$ cat config.mk
export PLATFORM = sky130hd
export DESIGN_NAME = threshold_estimator_flat
export DESIGN_NICKNAME = d
export VERILOG_FILES = /design/src/rtl/threshold_estimator_if.sv /design/src/rtl/threshold_estimator.sv /design/src/flat_wrapper.sv
export SDC_FILE = /design/constraint.sdc
export NUM_CORES = 1
export LEC_CHECK = 0
export ABC_AREA = 1
export CAP_MARGIN = 10
export CORE_MARGIN = 2
export CORE_UTILIZATION = 35
export CTS_BUF_LIST = sky130_fd_sc_hd__clkbuf_4
export DETAILED_ROUTE_END_ITERATION = 10
export PLACE_DENSITY_LB_ADDON = 0.3
export SKIP_LAST_GASP = 1
export SLEW_MARGIN = 15
export SYNTH_ARGS = -nofsm -noshare
export SYNTH_HDL_FRONTEND = slang
export SYNTH_SLANG_ARGS = --single-unit
export TNS_END_PERCENT = 30
$ cat constraint.sdc
create_clock -name clk -period 9.9 [get_ports clk]
set_input_delay 1.98 -clock clk [delete_from_list [all_inputs] [get_ports clk]]
set_output_delay 1.98 -clock clk [all_outputs]
set_load 0.005 [all_outputs]
$ cat src/rtl/threshold_estimator_if.sv
// threshold_estimator_if
//   Handshake and data bundle between a coefficient source and
//   threshold_estimator.
//   master : drives start/in_valid/a/b and receives the threshold outputs
//   slave  : the estimator side
//   start        - one-cycle frame start pulse
//   in_valid     - a/b carry a valid coefficient pair
//   a, b         - IEEE-754 single-precision coefficients
//   thresh       - max |coefficient| of the last completed frame
//   thresh_valid - one-cycle pulse when thresh has just been updated
//   busy         - frame accumulation in progress
//   nan_seen     - sticky NaN-dropped flag for the current/last frame
interface threshold_estimator_if;
    logic        start;
    logic        in_valid;
    logic [31:0] a;
    logic [31:0] b;
    logic [31:0] thresh;
    logic        thresh_valid;
    logic        busy;
    logic        nan_seen;

    modport master (
        output start, in_valid, a, b,
        input  thresh, thresh_valid, busy, nan_seen
    );

    modport slave (
        input  start, in_valid, a, b,
        output thresh, thresh_valid, busy, nan_seen
    );
endinterface

$ cat src/rtl/threshold_estimator.sv
// threshold_estimator
//   Reduces each frame of FRAME_LEN IEEE-754 coefficient pairs to the
//   maximum absolute value, used as the wavelet-shrinkage threshold base.
//   Magnitudes are ordered by unsigned compare of bits [30:0], which is
//   exact for non-NaN floats. NaNs are dropped and flagged.
//   clk   - system clock, rising edge
//   rst_n - asynchronous active-low reset
//   bus   - threshold_estimator_if.slave (start/in_valid/a/b in,
//           thresh/thresh_valid/busy/nan_seen out, all registered)
module threshold_estimator #(
    parameter int FRAME_LEN = 256
) (
    input  logic                  clk,
    input  logic                  rst_n,
    threshold_estimator_if.slave  bus
);
    localparam int CW = $clog2(FRAME_LEN + 1);

    typedef enum logic {
        IDLE,
        ACCUM
    } state_t;

    state_t          state;
    logic [CW-1:0]   pair_cnt;
    logic [31:0]     run_max;
    logic [31:0]     thresh_q;
    logic            thresh_valid_q;
    logic            busy_q;
    logic            nan_seen_q;

    logic [31:0]     ma;
    logic [31:0]     mb;
    logic            na;
    logic            nb;
    logic [31:0]     max_next;
    logic            last_pair;

    always_comb begin
        // Masking the sign bit keeps the full input word in use and
        // maps -0 to magnitude 0.
        ma = bus.a & 32'h7FFF_FFFF;
        mb = bus.b & 32'h7FFF_FFFF;
        na = (ma[30:23] == 8'hFF) && (ma[22:0] != '0);
        nb = (mb[30:23] == 8'hFF) && (mb[22:0] != '0);
        max_next = run_max;
        if (!na && (ma > max_next)) max_next = ma;
        if (!nb && (mb > max_next)) max_next = mb;
        last_pair = (pair_cnt == CW'(FRAME_LEN - 1));
    end

    always_ff @(posedge clk or negedge rst_n) begin
        if (!rst_n) begin
            state          <= IDLE;
            pair_cnt       <= '0;
            run_max        <= '0;
            thresh_q       <= '0;
            thresh_valid_q <= 1'b0;
            busy_q         <= 1'b0;
            nan_seen_q     <= 1'b0;
        end else begin
            thresh_valid_q <= 1'b0;
            case (state)
                IDLE: begin
                    // in_valid is deliberately not looked at here.
                    if (bus.start) begin
                        run_max    <= '0;
                        pair_cnt   <= '0;
                        nan_seen_q <= 1'b0;
                        busy_q     <= 1'b1;
                        state      <= ACCUM;
                    end
                end
                ACCUM: begin
                    if (bus.in_valid) begin
                        run_max  <= max_next;
                        pair_cnt <= pair_cnt + CW'(1);
                        if (na || nb) nan_seen_q <= 1'b1;
                        if (last_pair) begin
                            thresh_q       <= max_next;
                            thresh_valid_q <= 1'b1;
                            busy_q         <= 1'b0;
                            state          <= IDLE;
                        end
                    end
                end
                default: begin
                    state  <= IDLE;
                    busy_q <= 1'b0;
                end
            endcase
        end
    end

    assign bus.thresh       = thresh_q;
    assign bus.thresh_valid = thresh_valid_q;
    assign bus.busy         = busy_q;
    assign bus.nan_seen     = nan_seen_q;
endmodule
$ cat src/flat_wrapper.sv
// flat-port wrapper written by rule: the top's interface ports become plain ports
module threshold_estimator_flat 
#(
    parameter int FRAME_LEN = 256
)
  (clk, rst_n, bus_start, bus_in_valid, bus_a, bus_b, bus_thresh, bus_thresh_valid, bus_busy, bus_nan_seen);
  threshold_estimator_if bus_i ();
  input  logic clk;
  input  logic rst_n;
  input wire logic [$bits(bus_i.start)-1:0] bus_start;
  input wire logic [$bits(bus_i.in_valid)-1:0] bus_in_valid;
  input wire logic [$bits(bus_i.a)-1:0] bus_a;
  input wire logic [$bits(bus_i.b)-1:0] bus_b;
  output wire logic [$bits(bus_i.thresh)-1:0] bus_thresh;
  output wire logic [$bits(bus_i.thresh_valid)-1:0] bus_thresh_valid;
  output wire logic [$bits(bus_i.busy)-1:0] bus_busy;
  output wire logic [$bits(bus_i.nan_seen)-1:0] bus_nan_seen;
  assign bus_i.start = bus_start;
  assign bus_i.in_valid = bus_in_valid;
  assign bus_i.a = bus_a;
  assign bus_i.b = bus_b;
  assign bus_thresh = bus_i.thresh;
  assign bus_thresh_valid = bus_i.thresh_valid;
  assign bus_busy = bus_i.busy;
  assign bus_nan_seen = bus_i.nan_seen;
  threshold_estimator #(.FRAME_LEN(FRAME_LEN)) u_core (.clk(clk), .rst_n(rst_n), .bus(bus_i));
endmodule
==> results.sh <==
export IMPL_r2r_start="u_core.run_max[7]$_DFFE_PN0P_"
export IMPL_max_stage_delay_ps=560
export IMPL_synthFlopType="dfrtp_1"
export IMPL_drive_gt1_share_pct=11.1
export IMPL_yosys_top_cells_count="nand2_1, nand3_1, inv_1, dfrtp_1, ha_1"
export IMPL_hold_violations=0
export IMPL_die_height_um=136
export IMPL_ctsResizeCount=0
export IMPL_yosys_warnings=0
export IMPL_routabilityCongestion=0.823
export IMPL_synth_top_area_cell="dfrtp_1"
export IMPL_drv_cap=0
export IMPL_h_tree_depth=3
export IMPL_grt_usage_pct=19.5
export IMPL_required_ps=10260
export IMPL_total_power_mw=1.72
export IMPL_core_area_um2=17100
export IMPL_cts_tree="built"
export IMPL_synthAdderAreaFrac_pct=13.2
export IMPL_startpoint_type="primary input"
export IMPL_vdd_ir_drop_max_uv=111
export IMPL_grt_pass1_vias=5605
export IMPL_p_leak_nw=3.82
export IMPL_finalSetupTns_ps=0
export IMPL_routedWlPerCell_um=15.2
export IMPL_synth_top_family_by_area="simple AND/OR/NAND/NOR gates"
export IMPL_syn_area_um2=6080
export IMPL_final_net_count=1048
export IMPL_overflow=0
export IMPL_synth_mux_area_share_pct=0
export IMPL_grt_max_degree=78
export IMPL_crit_type="in -> reg"
export IMPL_viasPerCell=4.98
export IMPL_ys_seq_area_share_pct=31.7
export IMPL_dieWidth_um=136
export IMPL_grt_pass1_wl_um=28000
export IMPL_cts_setup_buffers=0
export IMPL_hp_start="u_core.bus.busy$_DFFE_PN0P_"
export IMPL_netlist_top_cells_area="dfrtp_1, ha_1, nand2_1"
export IMPL_fill_cells=1796
export IMPL_ios=103
export IMPL_cts_root_buf="clkbuf_4"
export IMPL_cts_buffers=9
export IMPL_r2r_cells=26
export IMPL_synth_nets=960
export IMPL_die_area_um2=18500
export IMPL_port_buffers=100
export IMPL_yosys_register_bits=77
export IMPL_clock_latency_ps=480
export IMPL_slowest_stage="nand2_2"
export IMPL_postCtsHoldBufs=0
export IMPL_path_max_fanout=32
export IMPL_synth_cell_types=31
export IMPL_clock_sinks=77
export IMPL_hold_depth=2
export IMPL_relSlewSlack_pct=40.3
export IMPL_syn2layout_area_growth_pct=22.7
export IMPL_first_pass_iters=5
export IMPL_fin_hold_ws_ps=491
export IMPL_clock_path_buffers=2
export IMPL_finalSetupViolCount=0
export IMPL_cts_reportedPaths_clkPinSlew_ps=130
export IMPL_yosysTopAreaCellShare_pct=31.7
export IMPL_synth_xor_area_share_pct=0
export IMPL_num_rows=48
export IMPL_r2r_end="u_core.bus.thresh[10]$_DFFE_PN0P_"
export IMPL_ant_nets=0
export IMPL_tightest_slew_ps=894
export IMPL_dr_total_vias=5712
export IMPL_min_to="u_core.bus.busy$_DFFE_PN0P_"
export IMPL_synth_most_common_cell="nand2_1"
export IMPL_report_final_slew_viol_count=0
export IMPL_synth_cells=828
export IMPL_synth_area_per_cell_um2=7.35
export IMPL_synth_compound_area_share_pct=4.03
export IMPL_endpoint_kind="register"
export IMPL_async_flop_share_pct=100
export IMPL_dr_first_iter_drc_count=304
export IMPL_path_common_cell="nand2_1"
export IMPL_place_hpwl_um=12100
export IMPL_period_share_pct=64.5
export IMPL_status="finished, final reports clean"
export IMPL_diodes=0
export IMPL_fmax_mhz=157
export IMPL_power_density_nw_per_um2=230
export IMPL_arrival_ps=6740
export IMPL_worst_clock_skew_ps=17.3
export IMPL_fin_crit_ps=6380
export IMPL_drt_wl_total_um=17500
export IMPL_antenna_found_initial=0
export IMPL_min_path_type="reg -> reg"
export IMPL_synth_simple_area_share_pct=42.2
export IMPL_r2r_setup_slack_ps=5110
export IMPL_initial_utilization_pct=35.5
export IMPL_rsz0062_at_grt="no"
export IMPL_drc=0
export IMPL_synth_edff_count=0
==> cell type report <==
class	count	area, um2	area share, %
well taps	225	282	3.77
repair buffers	110	1090	14.6
multi-input cells	623	3620	48.5
clock buffers	10	75.1	1.01
clock inverters	6	111	1.49
inverters	95	357	4.78
flip-flops and latches	77	1930	25.8
==> logic make-up (layout without fill, tap and decap cells) <==
kind of cell / after synthesis / count (layout)
fa+ha+maj: 64 / 64
buf+inv: 128 / 221
flops: 77 / 77
simple gates: 513 / 513
compound gates: 46 / 46
==> per-layer routing <==
| layer | GRT usage, % | vias up | wire, um |
|---|---|---|---|
| met5 | 0 | - | 0 |
| met2 | 33.1 | 122 | 8240 |
| met1 | 25.6 | 2661 | 8140 |
| met3 | 3.28 | 17 | 847 |
| met4 | 5.61 | 0 | 238 |
| li1 | - | 2912 | - |
==> worst max-delay path by stage <==
stage	start	to	slack (ps)	depth (start not counted)
finish	bus_a[30]	u_core.bus.thresh[10]$_DFFE_PN0P_	3520	26
global route	bus_a[30]	u_core.run_max[19]$_DFFE_PN0P_	3140	26
CTS	bus_a[30]	u_core.bus.thresh[16]$_DFFE_PN0P_	3540	26
detailed placement	bus_a[30]	u_core.bus.thresh[10]$_DFFE_PN0P_	3040	26
global placement	bus_a[30]	u_core.bus.thresh[10]$_DFFE_PN0P_	3070	26
floorplan	bus_a[30]	u_core.run_max[0]$_DFFE_PN0P_	5150	24
==> worst max-delay path, delay by kind of cell <==
family                     cells  cell delay, ps
adders and majority gates      2             640
and+or+nand+nor               19            2510
buffers and inverters          5            1580
==> through the flow <==
step	setup slack, ps	instances	cell area, um2	util (%)
floorplan	5150	828	6080	-
global placement	3070	1129	7250	42.4
finish	3520	1146	7460	43.6
CTS	3540	1145	7440	43.5
detailed placement	3040	1129	7250	42.4
global route	3140	1146	7460	43.6
==> cell usage in the layout, fill, tap and decap left out, drive strengths merged, types with 3 or more instances in the layout <==
master,instances
nand2,245
nand3,132
clkdlybuf4s50,99
inv,95
dfrtp,77
ha,64
nand4,46
nor2,45
a21oi,32
and2,30
buf,11
clkbuf,10
nor3,10
o21ai,9
bufinv,3
==> registers in the layout, summed over array words and instances (netlist names) <==
name,cells
u_core.bus.nan_seen,1
u_core.bus.busy,1
u_core.pair_cnt,9
u_core.run_max,32
u_core.state,1
u_core.bus.thresh_valid,1
u_core.bus.thresh,32
==> where the power goes <==
part	switching, mW	leakage (nW)	total, mW	internal (mW)
Clock	0.129	0.0966	0.259	0.131
Combinational	0.596	2.73	0.991	0.395
Sequential	0.0722	0.994	0.466	0.394
(Power assumes the default switching activity.)
==> RTL change 1, RTL diff (config.mk and constraints unchanged) <==
One comparison of `pair_cnt` changes from == to >=.
--- a/src/rtl/threshold_estimator.sv
+++ b/src/rtl/threshold_estimator.sv
@@ -47,5 +47,5 @@
         if (!na && (ma > max_next)) max_next = ma;
         if (!nb && (mb > max_next)) max_next = mb;
-        last_pair = (pair_cnt == CW'(FRAME_LEN - 1));
+        last_pair = (pair_cnt >= CW'(FRAME_LEN - 1));
     end
 
Function: same outputs for any inputs over 10 cycles, from zero or initial values and one cycle with rst_n low; that may be too few to reach the edited logic, so the function may still have changed.
==> RTL change 1 against the unedited design <==
Worst hold slack better by 0.0050 ns. Synthesized cell count is 0.24% higher. Routed wire length is 0.65% higher. Core utilization is 0.82 points lower. Critical path type unchanged. Fmax is 10% lower. Total power is 20% higher. Synthesized area is 0.16% lower. Final area is 1.9% lower. Clock skew is 0.0024 ns higher. Via count is 1.4% higher. Sequential cell count stayed put. Clock power is 26% lower. First-iteration DRC count is 9.9% higher. Setup slack worse by 0.72 ns.
==> RTL change 1: results (changes against the unedited design) <==
[setup_path]
r2r_end = u_core.run_max[26]
critical_path_arrival_ns = 7.48  ; +0.74 ns
cpMaxStageDelayCell = nand3_4
reg2reg_depth = 23  ; -12%
reg2reg_slack_ns = 4.40  ; -0.71 ns
max_stage_delay_ns = 0.75  ; +0.19 ns
reg2reg_from = u_core.run_max[17]

[pwr]
ir_drop_mv = 0.144  ; +30%
p_leak_nw = 3.69  ; -3.4%

[yosys]
synth.distinct_cells = 38  ; +23%
synth_compound_area_share_pct = 3.52  ; -0.51 points
synth_area_leaders = dfrtp_1, nand2_1, ha_1
seq_area_frac_synth_pct = 31.7  ; +0.052 points
synth_xor_area_share_pct = 0.144  ; +0.14 points
syn_nets = 962  ; +0.21%
synth_mux_area_share_pct = 0  ; unchanged
yosys.area_share.adder_pct = 13.2  ; +0.022 points
avgSynthCellArea_um2 = 7.32  ; -0.41%
synth_common_cells = nand2_1, nand3_1, inv_1

[route]
drtIter0Drc = 334  ; +9.9%
firstDrtPassIters = 4  ; -1
wl_um = 17600  ; +0.65%
drcViolationCount = 0  ; unchanged
viasPerCell = 5.08  ; +1.8%

[global_routing]
grt_max_degree = 48  ; -38%
grt_pass1_wl_um = 29300  ; +4.3%
grt_antenna_before_repair = 1  ; +1
first_global_vias = 5743  ; +2.5%
track_usage_pct = 20.3  ; +0.74 points

[placed_design]
port_buffers = 100  ; unchanged
hpwl_um = 12200  ; +0.97%
postPlaceCellArea_um2 = 7200  ; -0.76%
pre_cts_slack_ns = 2.27  ; -0.769 ns
routabilityCongestion = 0.829  ; +0.73%

[run_status]
status = completed

[sta]
fmax_mhz = 141  ; -10%
tightest_slew_ns = 1.00  ; +0.110 ns
whs_ns = 0.496  ; +0.00497 ns
fin_skew_ns = 0.0197  ; +0.00245 ns

[finish]
fill_cells = 1815  ; +1.1%
fin_nets = 1042  ; -0.57%
drive_above_1_share_pct = 8.31  ; -2.8 points
final_cells = 1141  ; -0.44%

[worst_hold_path]
worstHoldEndpoint = u_core.bus.thresh[30]
hold_start = u_core.bus.thresh[30]

[clock_tree]
clk_path_buf_depth = 2  ; unchanged
numCtsBuffers = 9  ; unchanged
cts_resized = 0  ; unchanged
clock_latency_ns = 0.48  ; about the same

[RTL change 1: area by class of cell]
type | count | area, um2 | share of cell area [%]
clock inverters | 7 | 58.8 | 0.803
clock buffers | 9 | 67.6 | 0.922
repair buffers | 102 | 1010 | 13.8
flip-flops and latches | 77 | 1930 | 26.3
diodes | 1 | 2.50 | 0.0342
multi-input cells | 627 | 3620 | 49.5
well taps | 225 | 282 | 3.84
inverters | 93 | 349 | 4.77
[RTL change 1: metal layers]
layer	up-vias	GRT usage (%)	share of wire, %
met1	2730	26.2	46
met4	0	5.67	1.6
met2	149	34.2	47
met3	16	4.38	4.8
li1	2897	-	-
met5	-	0	0
[RTL change 1: where the power goes]
part	switching, mW	internal [mW]	total [mW]
sequential	0.0940	0.456	0.550
clock	0.137	0.0544	0.191
combinational	0.779	0.536	1.31
total	1.01	1.05	2.06
[RTL change 1: logic make-up after synthesis]
logic type	after synthesis
compound gates	40
xor+xnor	1
fa+ha+maj	64
buf+inv	126
flops	77
simple gates	522
==> RTL change 2, RTL diff (same flow settings) <==
Without the edit above. `FRAME_LEN` is set to 256 in 2 places; all go to 128.
--- a/src/rtl/threshold_estimator.sv
+++ b/src/rtl/threshold_estimator.sv
@@ -9,5 +9,5 @@
 //           thresh/thresh_valid/busy/nan_seen out, all registered)
 module threshold_estimator #(
-    parameter int FRAME_LEN = 256
+    parameter int FRAME_LEN = 128
 ) (
     input  logic                  clk,
--- a/src/flat_wrapper.sv
+++ b/src/flat_wrapper.sv
@@ -2,5 +2,5 @@
 module threshold_estimator_flat 
 #(
-    parameter int FRAME_LEN = 256
+    parameter int FRAME_LEN = 128
 )
   (clk, rst_n, bus_start, bus_in_valid, bus_a, bus_b, bus_thresh, bus_thresh_valid, bus_busy, bus_nan_seen);
Function: same outputs for any inputs over 10 cycles, from zero or initial values and one cycle with rst_n low; that may be too few to reach the edited logic, so the function may still have changed.
==> RTL change 2 against the unedited design <==
First-iteration DRC count rose by 44%. Total power rose by 1.3%. Clock skew rose by 0.0038 ns. Routed wire length rose by 1.8%. Fmax fell by 15%. Critical path type unchanged. Sequential cell count fell by 1. Worst hold slack improved by 0.0039 ns. Synthesized area rose by 0.21%. Setup slack got worse by 1.1 ns. Synthesized cell count rose by 0.60%. Final area fell by 1.4%.
==> RTL change 2: results (changes against the unedited design) <==
[setup_path]
reg2reg_depth = 26  ; unchanged
crit_end = u_core.bus.thresh[0]
reg2reg_from = u_core.run_max[30]
cpMaxStageDelayCell = nand2_4
critical_path_arrival_ns = 7.91  ; +1.17 ns
max_stage_delay_ns = 0.70  ; +0.14 ns
crit_path_start = bus_a[23]
reg2reg_slack_ns = 3.95  ; -1.16 ns

[yosys]
avgSynthCellArea_um2 = 7.32  ; -0.40%
synth_common_cells = nand2_1, nand3_1, inv_1
synth_area_leaders = dfrtp_1, nand2_1, ha_1
yosys_most_used_dff = dfrtp_1
synth.distinct_cells = 32  ; +3.2%
syn_nets = 964  ; +0.42%
seq_area_frac_synth_pct = 31.2  ; -0.48 points

[pwr]
p_sw_mw = 0.866  ; +8.7%
ir_drop_mv = 0.0964  ; -13%
p_leak_nw = 3.75  ; -1.8%

[global_routing]
track_usage_pct = 20.0  ; +0.51 points
grt_antenna_before_repair = 1  ; +1
grt_pass1_wl_um = 28700  ; +2.5%
first_global_vias = 5643  ; +0.68%
grt_max_degree = 77  ; -1.3%
grt_use_met1_pct = 26.9  ; +1.3 points
grtUsageMet3_pct = 2.98  ; -0.30 points
met2_usage_pct = 32.7  ; -0.36 points

[run_status]
status = completed

[finish]
fill_cells = 1802  ; +0.33%
drive_above_1_share_pct = 10.3  ; -0.75 points
fin_nets = 1046  ; -0.19%

[clock_tree]
clk_path_buf_depth = 2  ; unchanged

[placed_design]
pre_cts_slack_ns = 2.00  ; -1.03 ns
hpwl_um = 12000  ; -1.3%
routabilityCongestion = 0.790  ; -4.0%

[route]
drtIter0Drc = 439  ; +44%
wl_per_cell_um = 15.5  ; +1.8%
viasPerCell = 5.02  ; +0.67%

[sta]
fmax_mhz = 133  ; -15%
slew_headroom_pct = 31.1  ; -9.2 points
fin_skew_ns = 0.0211  ; +0.00382 ns
whs_ns = 0.495  ; +0.00391 ns

[worst_hold_path]
hold_start = u_core.bus.thresh[21]
worstHoldEndpoint = u_core.bus.thresh[21]

==> RTL change 2: cell count changes after synthesis, moves of 2 or more <==
cell,delta
buf_2,+8
buf_1,-6
inv_1,+4
a21oi_1,-3
xor2_1,+2
==> RTL change 2: cell type report <==
| class | count | area, um2 | area share [%] |
|---|---|---|---|
| diodes | 1 | 2.50 | 0.0340 |
| clock buffers | 9 | 67.6 | 0.918 |
| clock inverters | 7 | 75.1 | 1.02 |
| inverters | 99 | 373 | 5.07 |
| multi-input cells | 624 | 3620 | 49.2 |
| flip-flops and latches | 76 | 1900 | 25.9 |
| well taps | 225 | 282 | 3.83 |
| repair buffers | 105 | 1040 | 14.1 |
==> RTL change 2: cell families (layout without fill, tap and decap cells) <==
| group | count (synthesis) | in the layout | share of synthesized area (%) |
|---|---|---|---|
| and+or+nand+nor | 515 | 515 | 42.3 |
| buffers and inverters | 133 | 220 | 9.42 |
| DFF | 76 | 76 | 31.2 |
| adders and majority gates | 63 | 63 | 12.9 |
| AOI/OAI and AO/OA | 44 | 44 | 3.90 |
| xor gates and xnor gates | 2 | 2 | 0.287 |
| other | 0 | 1 | 0 |
==> RTL change 2: power groups by stage <==
stage                     logic (mW)  clock network (mW)  registers [mW]
after CTS                       1.06               0.221           0.459
after global placement          1.04                   0           0.465
final                           1.06               0.216           0.460
after detailed placement        1.06                   0           0.464
after floorplan                0.866                   0           0.451
after global routing            1.22               0.231           0.471
==> RTL change 2: per-layer routing <==
metal / routed length (um) / part of all wire, %
met2: 8020 / 45
met3: 825 / 4.6
met1: 8630 / 49
met5: 0 / 0
met4: 307 / 1.7
==> RTL change 2: metrics by stage <==
stage	utilization (%)	cell area, um2
after floorplan	-	6100
after global placement	42.0	7210
after detailed placement	42.0	7210
after CTS	42.8	7350
after global routing	42.8	7360
final	42.8	7360
